## src/rtl/mito_pkg.sv

```systemverilog
// Shared types and helpers for the layer sequencer.
package mito_pkg;

  typedef enum logic [1:0] {
    IDLE   = 2'd0,
    ISSUE  = 2'd1,
    WAIT   = 2'd2,
    FINISH = 2'd3
  } seq_state_t;

  // Counter width for a dimension of size n; never below one bit.
  function automatic int cw(input int n);
    return (n <= 1) ? 1 : $clog2(n);
  endfunction

endpackage

```

## src/rtl/tile_counter.sv

```systemverilog
// Nested wrap counter over a tile grid: col fastest, then row, then channel.
module tile_counter
  import mito_pkg::*;
#(
  parameter int ROWS = 4,
  parameter int COLS = 4,
  parameter int CH   = 2
) (
  input  logic                clk,
  input  logic                rst_n,
  input  logic                inc,
  input  logic                clr,
  output logic [cw(ROWS)-1:0] row,
  output logic [cw(COLS)-1:0] col,
  output logic [cw(CH)-1:0]   ch,
  output logic                last
);

  localparam int RW = cw(ROWS);
  localparam int CW = cw(COLS);
  localparam int HW = cw(CH);
  localparam logic [RW-1:0] ROW_MAX = RW'(ROWS - 1);
  localparam logic [CW-1:0] COL_MAX = CW'(COLS - 1);
  localparam logic [HW-1:0] CH_MAX  = HW'(CH - 1);

  logic [RW-1:0] r_row;
  logic [CW-1:0] r_col;
  logic [HW-1:0] r_ch;
  logic          w_col_wrap, w_row_wrap, w_ch_max;

  assign w_col_wrap = (r_col == COL_MAX);
  assign w_row_wrap = (r_row == ROW_MAX);
  assign w_ch_max   = (r_ch == CH_MAX);

  // The channel never wraps: the owner stops incrementing once last is seen.
  always_ff @(posedge clk or negedge rst_n) begin
    if (!rst_n) begin
      r_row <= '0;
      r_col <= '0;
      r_ch  <= '0;
    end else if (clr) begin
      r_row <= '0;
      r_col <= '0;
      r_ch  <= '0;
    end else if (inc) begin
      if (w_col_wrap) begin
        r_col <= '0;
        if (w_row_wrap) begin
          r_row <= '0;
          r_ch  <= r_ch + 1'b1;
        end else begin
          r_row <= r_row + 1'b1;
        end
      end else begin
        r_col <= r_col + 1'b1;
      end
    end
  end

  assign row  = r_row;
  assign col  = r_col;
  assign ch   = r_ch;
  assign last = w_col_wrap & w_row_wrap & w_ch_max;

endmodule

```

## src/rtl/layer_sequencer.sv

```systemverilog
// Walks a conv layer tile by tile on a start edge, handshaking each tile with the PE array.
module layer_sequencer
  import mito_pkg::*;
#(
  parameter int OUT_ROWS = 4,
  parameter int OUT_COLS = 4,
  parameter int OUT_CH   = 2
) (
  input  logic                    clk,
  input  logic                    rst_n,
  input  logic                    start_signal,
  input  logic                    pe_ready,
  input  logic                    pe_done,
  output logic                    pe_valid,
  output logic [cw(OUT_ROWS)-1:0] tile_row,
  output logic [cw(OUT_COLS)-1:0] tile_col,
  output logic [cw(OUT_CH)-1:0]   tile_ch,
  output logic                    busy,
  output logic                    done
);

  seq_state_t r_state, w_next;
  logic       r_start_q;
  logic       w_start_rise, w_inc, w_clr, w_last;

  assign w_start_rise = start_signal & ~r_start_q;

  always_ff @(posedge clk or negedge rst_n) begin
    if (!rst_n) begin
      r_state   <= IDLE;
      r_start_q <= 1'b0;
    end else begin
      r_state   <= w_next;
      r_start_q <= start_signal;
    end
  end

  always_comb begin
    w_next = r_state;
    w_inc  = 1'b0;
    w_clr  = 1'b0;
    case (r_state)
      IDLE: begin
        w_clr = 1'b1;
        if (w_start_rise) w_next = ISSUE;
      end
      ISSUE: begin
        if (pe_ready) w_next = WAIT;
      end
      WAIT: begin
        if (pe_done) begin
          if (w_last) begin
            w_next = FINISH;
          end else begin
            w_inc  = 1'b1;
            w_next = ISSUE;
          end
        end
      end
      FINISH: begin
        w_clr  = 1'b1;
        w_next = IDLE;
      end
      default: w_next = IDLE;
    endcase
  end

  tile_counter #(
    .ROWS (OUT_ROWS),
    .COLS (OUT_COLS),
    .CH   (OUT_CH)
  ) u_cnt (
    .clk   (clk),
    .rst_n (rst_n),
    .inc   (w_inc),
    .clr   (w_clr),
    .row   (tile_row),
    .col   (tile_col),
    .ch    (tile_ch),
    .last  (w_last)
  );

  // Outputs decode from state only, so no input reaches an output combinationally.
  assign pe_valid = (r_state == ISSUE);
  assign busy     = (r_state != IDLE);
  assign done     = (r_state == FINISH);

endmodule

```

## config.mk

```make
export PLATFORM = sky130hd
export DESIGN_NAME = layer_sequencer
export DESIGN_NICKNAME = d
export VERILOG_FILES = /design/src/rtl/mito_pkg.sv /design/src/rtl/tile_counter.sv /design/src/rtl/layer_sequencer.sv
export SDC_FILE = /design/constraint.sdc
export NUM_CORES = 1
export LEC_CHECK = 0
export CORE_AREA = 2 2 39 41
export DETAILED_ROUTE_END_ITERATION = 8
export DIE_AREA = 0 0 41 43
export PLACE_DENSITY_LB_ADDON = 0.2
export SLEW_MARGIN = 20
export SYNTH_ARGS = -nofsm -noshare
export SYNTH_HDL_FRONTEND = slang
export SYNTH_SLANG_ARGS = --single-unit
```

## constraint.sdc

```tcl
create_clock -name clk -period 1.55 [get_ports clk]
set_input_delay 0.31 -clock clk [delete_from_list [all_inputs] [get_ports clk]]
set_output_delay 0.31 -clock clk [all_outputs]
set_load 0.05 [all_outputs]
```

# After elaboration in Yosys (flattened, before gate mapping)
# Index checks and enable logic that the tools add are counted.
dict set report totals {
  reg_bits 8
  input_bits 5
  out_inout_bits 8
  elab_cells 49
}
dict set report op_classes {
  addsub 3
  n_eq_ne 8
  muxes 20
  bitwise_logic 4
  reduce_logical 9
}
# cell count
set ops {}
lappend ops {{two-way mux 2 bit} 11}
lappend ops {{equality test 2 bit (second input constant)} 4}
lappend ops {{two-way mux 1 bit} 8}
lappend ops {{one-hot mux 2 bit (4 select lines)} 1}
lappend ops {{nonzero test 2 bit} 4}
lappend ops {{inequality test 2 bit (second input constant)} 3}
lappend ops {{AND reduction 3 bit} 2}
lappend ops {{adder 2 x 1 -> 2 bit (second input constant)} 2}
lappend ops {{AND 1 bit} 3}
lappend ops {{equality test 2 x 1 -> 1 bit (second input constant)} 1}
lappend ops {{logical NOT 2 bit} 1}
lappend ops {{AND reduction 2 bit} 1}
lappend ops {{OR reduction 2 bit} 1}
lappend ops {{adder 1 bit (second input constant)} 1}
lappend ops {{NOT 1 bit} 1}

# Logic depth before layout (Yosys ltp)
dict set report depth {
  word_depth 8
  ltp_mapped 6
  mapped_depth_nobuf 6
}

# Modules after synthesis
# Synthesis repeated with hierarchy kept, for this count alone.
dict set report hier_totals {
  hier_cells 46
  area_unflattened_um2 543.0
}
# mod instances cells_per_inst area_per_inst_um2 seq_area_each_um2
set by_module_without_submodules {}
lappend by_module_without_submodules {tile_counter 1 24 274.0 125.1}
lappend by_module_without_submodules {layer_sequencer 1 22 269.0 75.1}

# Worst setup path after synthesis
# OpenSTA, ideal clock, no wires.
dict set report synth_timing {
  kind {flip-flop to flip-flop}
  from {register r_state[1]}
  to {register r_state[1]}
  setup_time_ns 0.120
  arrival_time_ns 1.598
  required_ns 1.430
  setup_slack_ns -0.168
  path_stages_with_launch 7
  n_path_buf 0
  period_less_slack_ns 1.718
  path_cell_list {dfrtp_1 > inv_1 > ha_1 > inv_1 > o22ai_1 > a21oi_1 > a31o_2}
}
dict set report synth_via {
  elab_chain_cells 3
  elab_cells_between_ends 9
  cone_classes {eq/ne: 6; mux: 1; reduce/logical: 2}
}
# item line
set synth_rtl {}
lappend synth_rtl {{start: declaration} layer_sequencer.sv:22} ;# seq_state_t r_state, w_next;
lappend synth_rtl {{start signal: assignment} layer_sequencer.sv:33} ;# r_state <= w_next;
lappend synth_rtl {{equality test 2 x 1 -> 1 bit (*)} n/a}
lappend synth_rtl {{net pe_valid} layer_sequencer.sv:14} ;# output logic pe_valid,
lappend synth_rtl {{inequality test 2 bit (no line)} n/a}
lappend synth_rtl {{AND reduction 3 bit (no line)} n/a}
# The timed path passes the listed nets; every way through them passes the cells marked *.
# A chain may end at the register's enable or synchronous reset.

# Worst setup path after layout
dict set report layout_timing {
  from {register r_state[0]}
  to {output busy}
}
dict set report layout_via {
  elab_chain_cells 1
}
# item line
set layout_rtl {}
lappend layout_rtl {{nonzero test 2 bit} layer_sequencer.sv:85} ;# assign busy = (r_state != IDLE);
lappend layout_rtl {{end: declaration} layer_sequencer.sv:18} ;# output logic busy,
# Every way passes these cells.

==> run metrics <==
initial antenna violation count 0; synthesized area between 400 and 500 µm²; Static Leakage 0.000344 µW; outcome completed; gate count after technology mapping 44; DRC errors left 0; Yosys cell types 15; Synth top area share 0.429; largest family of logic cells by synthesized area adder cells; asr flop ratio synth 1.00; Hold Slack 0.341 ns; Worst-Skew Late Latency 0.25 ns; combinational share of power 0.654; clk slew on worst S/H paths 0.05 ns; Post-Synth XOR/XNOR Area 0; Yosys warning total 0; syn nets 56; DP Worst Slack between 0.003 and 0.004 ns; Rows 14; Iter 0 DRT Violations 6; Clock Skew 0.000924 ns; Synth Area in Compound Gates 0.155; Setup crit end kind output pin; ratio of cells with drive above 1 in the final layout 0.406; Core Region approximately 1400 µm²; Sink Count 8; area delta synth->final 65.7%; Clock H-tree levels 1; R2R Path Start r_state[1]$_DFFE_PN0P_; ANT cells 0; Reg power frac 0.222; Worst-Margin Slew ~0.37 ns; Seq. cell area between 200 and 250 µm²; crit path max fanout 4; area of the die 1760 µm²; CTS tree done; Simple-Gate Fraction of Synth Area 0.137; min-delay worst type in2async; Post-Route WL 832 µm; internal power 819 µW; Port Buf Inserts 12; Period Utilization, post-route 0.962; maximum number of pins on one net before global-route repair 9; Max VDD drop around 0.00064 V; Num CTS Buffers 3; predominant post-synthesis flop cell dfrtp_1; routed vias/inst 5.04; Final Hold Violating Endpoints 0; DRT antenna net count 0; IO Count 13; Synth Register Bits 8; Tmin final 1.49 ns; count leader, synth dfrtp_1; largest area contributor in the netlist dfrtp_1; Die Width 41 µm; grt ovf 0; # nets final a little under 80; vias in the first global route 348; cell chosen for the clock root clkbuf_4; Worst setup startpoint r_state[0]$_DFFE_PN0P_; Die Height between 40 and 50 µm; Sw Share 0.403; fill count 121; area of the multi-input gates 268 µm²; first-pass GRT wire length 1430 µm; synth top area cells dfrtp_1, ha_1, nor2b_1; Final setup viols 0; pwr dens 1770 nW/µm²; Slew Limit Fails 0; fin worst setup slack 0.0591 ns; TritonRoute pass-1 iters 4; relative slew slack 0.750; sequential fraction of the synthesis area 0.429; Clock power frac 0.123; CTS Buffer Depth 2; Worst Path Required 1.24 ns; WS Path Type reg2out; WL per Instance around 10 µm; gpl congestion between 0.6 and 0.7; Initial Util 0.337; critical path startpoint category flop; multiplexer share of the synthesized area 0.0429; Highest Clock Rate 671 MHz; EDFF count, synth 0; Net Sw Power ~550 µW; CTS Hold Bufs 0; Mapped Avg Cell Area 10.6 µm²; Tot GR Track Use 0.125; adder-cell share of the synthesized area 0.188; most frequent cells after synthesis dfrtp_1, ha_1, inv_1, nor2b_1; number of max-cap violations 0; dpl hpwl 627 µm; critical path arrival 1.18 ns; vias 403
## final cells by class
cell class / count / share of cell area
Multi-Input combinational cell: 30 / 0.346
Timing Repair Buffer: 16 / 0.298
Sequential cell: 8 / 0.262
Clock buffer: 4 / 0.0340
Inverter: 6 / 0.0340
Tap cell: 16 / 0.0259
## path summary, 6_finish.rpt
kind	endpoint	slack, ns	cells past startpoint
min in group clk	r_start_q$_DFF_PN0_	0.52	1
max reg2reg	r_state[1]$_DFFE_PN0P_	0.09	6
min reg2reg	u_cnt.row[1]$_DFFE_PN0P_	0.64	2
max in group asynchronous	r_state[0]$_DFFE_PN0P_	0.92	1
max	busy	0.06	4
min	r_start_q$_DFF_PN0_	0.34	1
## layout by cell type (no fill, tap or decap), types with 2 or more instances in the layout
cell type,n
clkdlybuf4s50_1,4
a21oi_1,3
inv_2,2
inv_1,3
buf_12,8
ha_1,4
dfrtp_1,6
mux2i_1,2
buf_4,4
ha_2,2
clkbuf_4,3
dfrtp_2,2
nor2b_1,6
nand3_1,3
o21a_1,2
## state kept, by name, indices dropped and copies added, names as in the netlist
register	flops
u_cnt.ch	1
r_state	2
r_start_q	1
u_cnt.col	2
u_cnt.row	2
## timing repair
| action | in CTS | in global routing |
|---|---|---|
| buffers inserted | 0 | 4 |
| resized for setup | 0 | 2 |
| endpoints found under the setup margin | 0 | 4 |
## critical path, cell delays in order, from the launching register on
cell and delay (ns):
dfrtp_2 0.43, inv_2 0.10, ha_4 0.14, clkinvlp_4 0.10, buf_12 0.16
## routing by layer
metal / track usage / wire (µm) / vias up
li1: - / - / 196
met1: 0.175 / 373 / 190
met2: 0.153 / 388 / 13
met3: 0.0314 / 43 / 4
met4: 0.100 / 27 / 0
met5: 0 / 0 / -
## power groups by stage
stage | Combinational, µW | Clock [µW] | Sequential [µW]
CTS | 832 | 174 | 305
global placement | 829 | 0 | 308
finish | 898 | 169 | 305
detailed placement | 833 | 0 | 308
floorplan | 486 | 0 | 334
global route | 974 | 187 | 312
## per-stage QoR
stage / total power [µW] / util / area [µm²] / std cells / setup TNS (ns)
final: 1370 / 0.559 / 773 / 80 / 0
after global routing: 1470 / 0.559 / 773 / 80 / -0.00778
after CTS: 1310 / 0.534 / 739 / 76 / 0
after detailed placement: 1140 / 0.515 / 713 / 72 / 0
after global placement: 1140 / 0.515 / 713 / 72 / 0
after floorplan: 821 / - / 493 / 44 / 0
## logic make-up after synthesis
family | Yosys count
simple gates | 11
compound gates | 10
flops | 8
fa+ha+maj | 7
buf+inv | 6
mux | 2
Power figures use the tool's default switching activity.
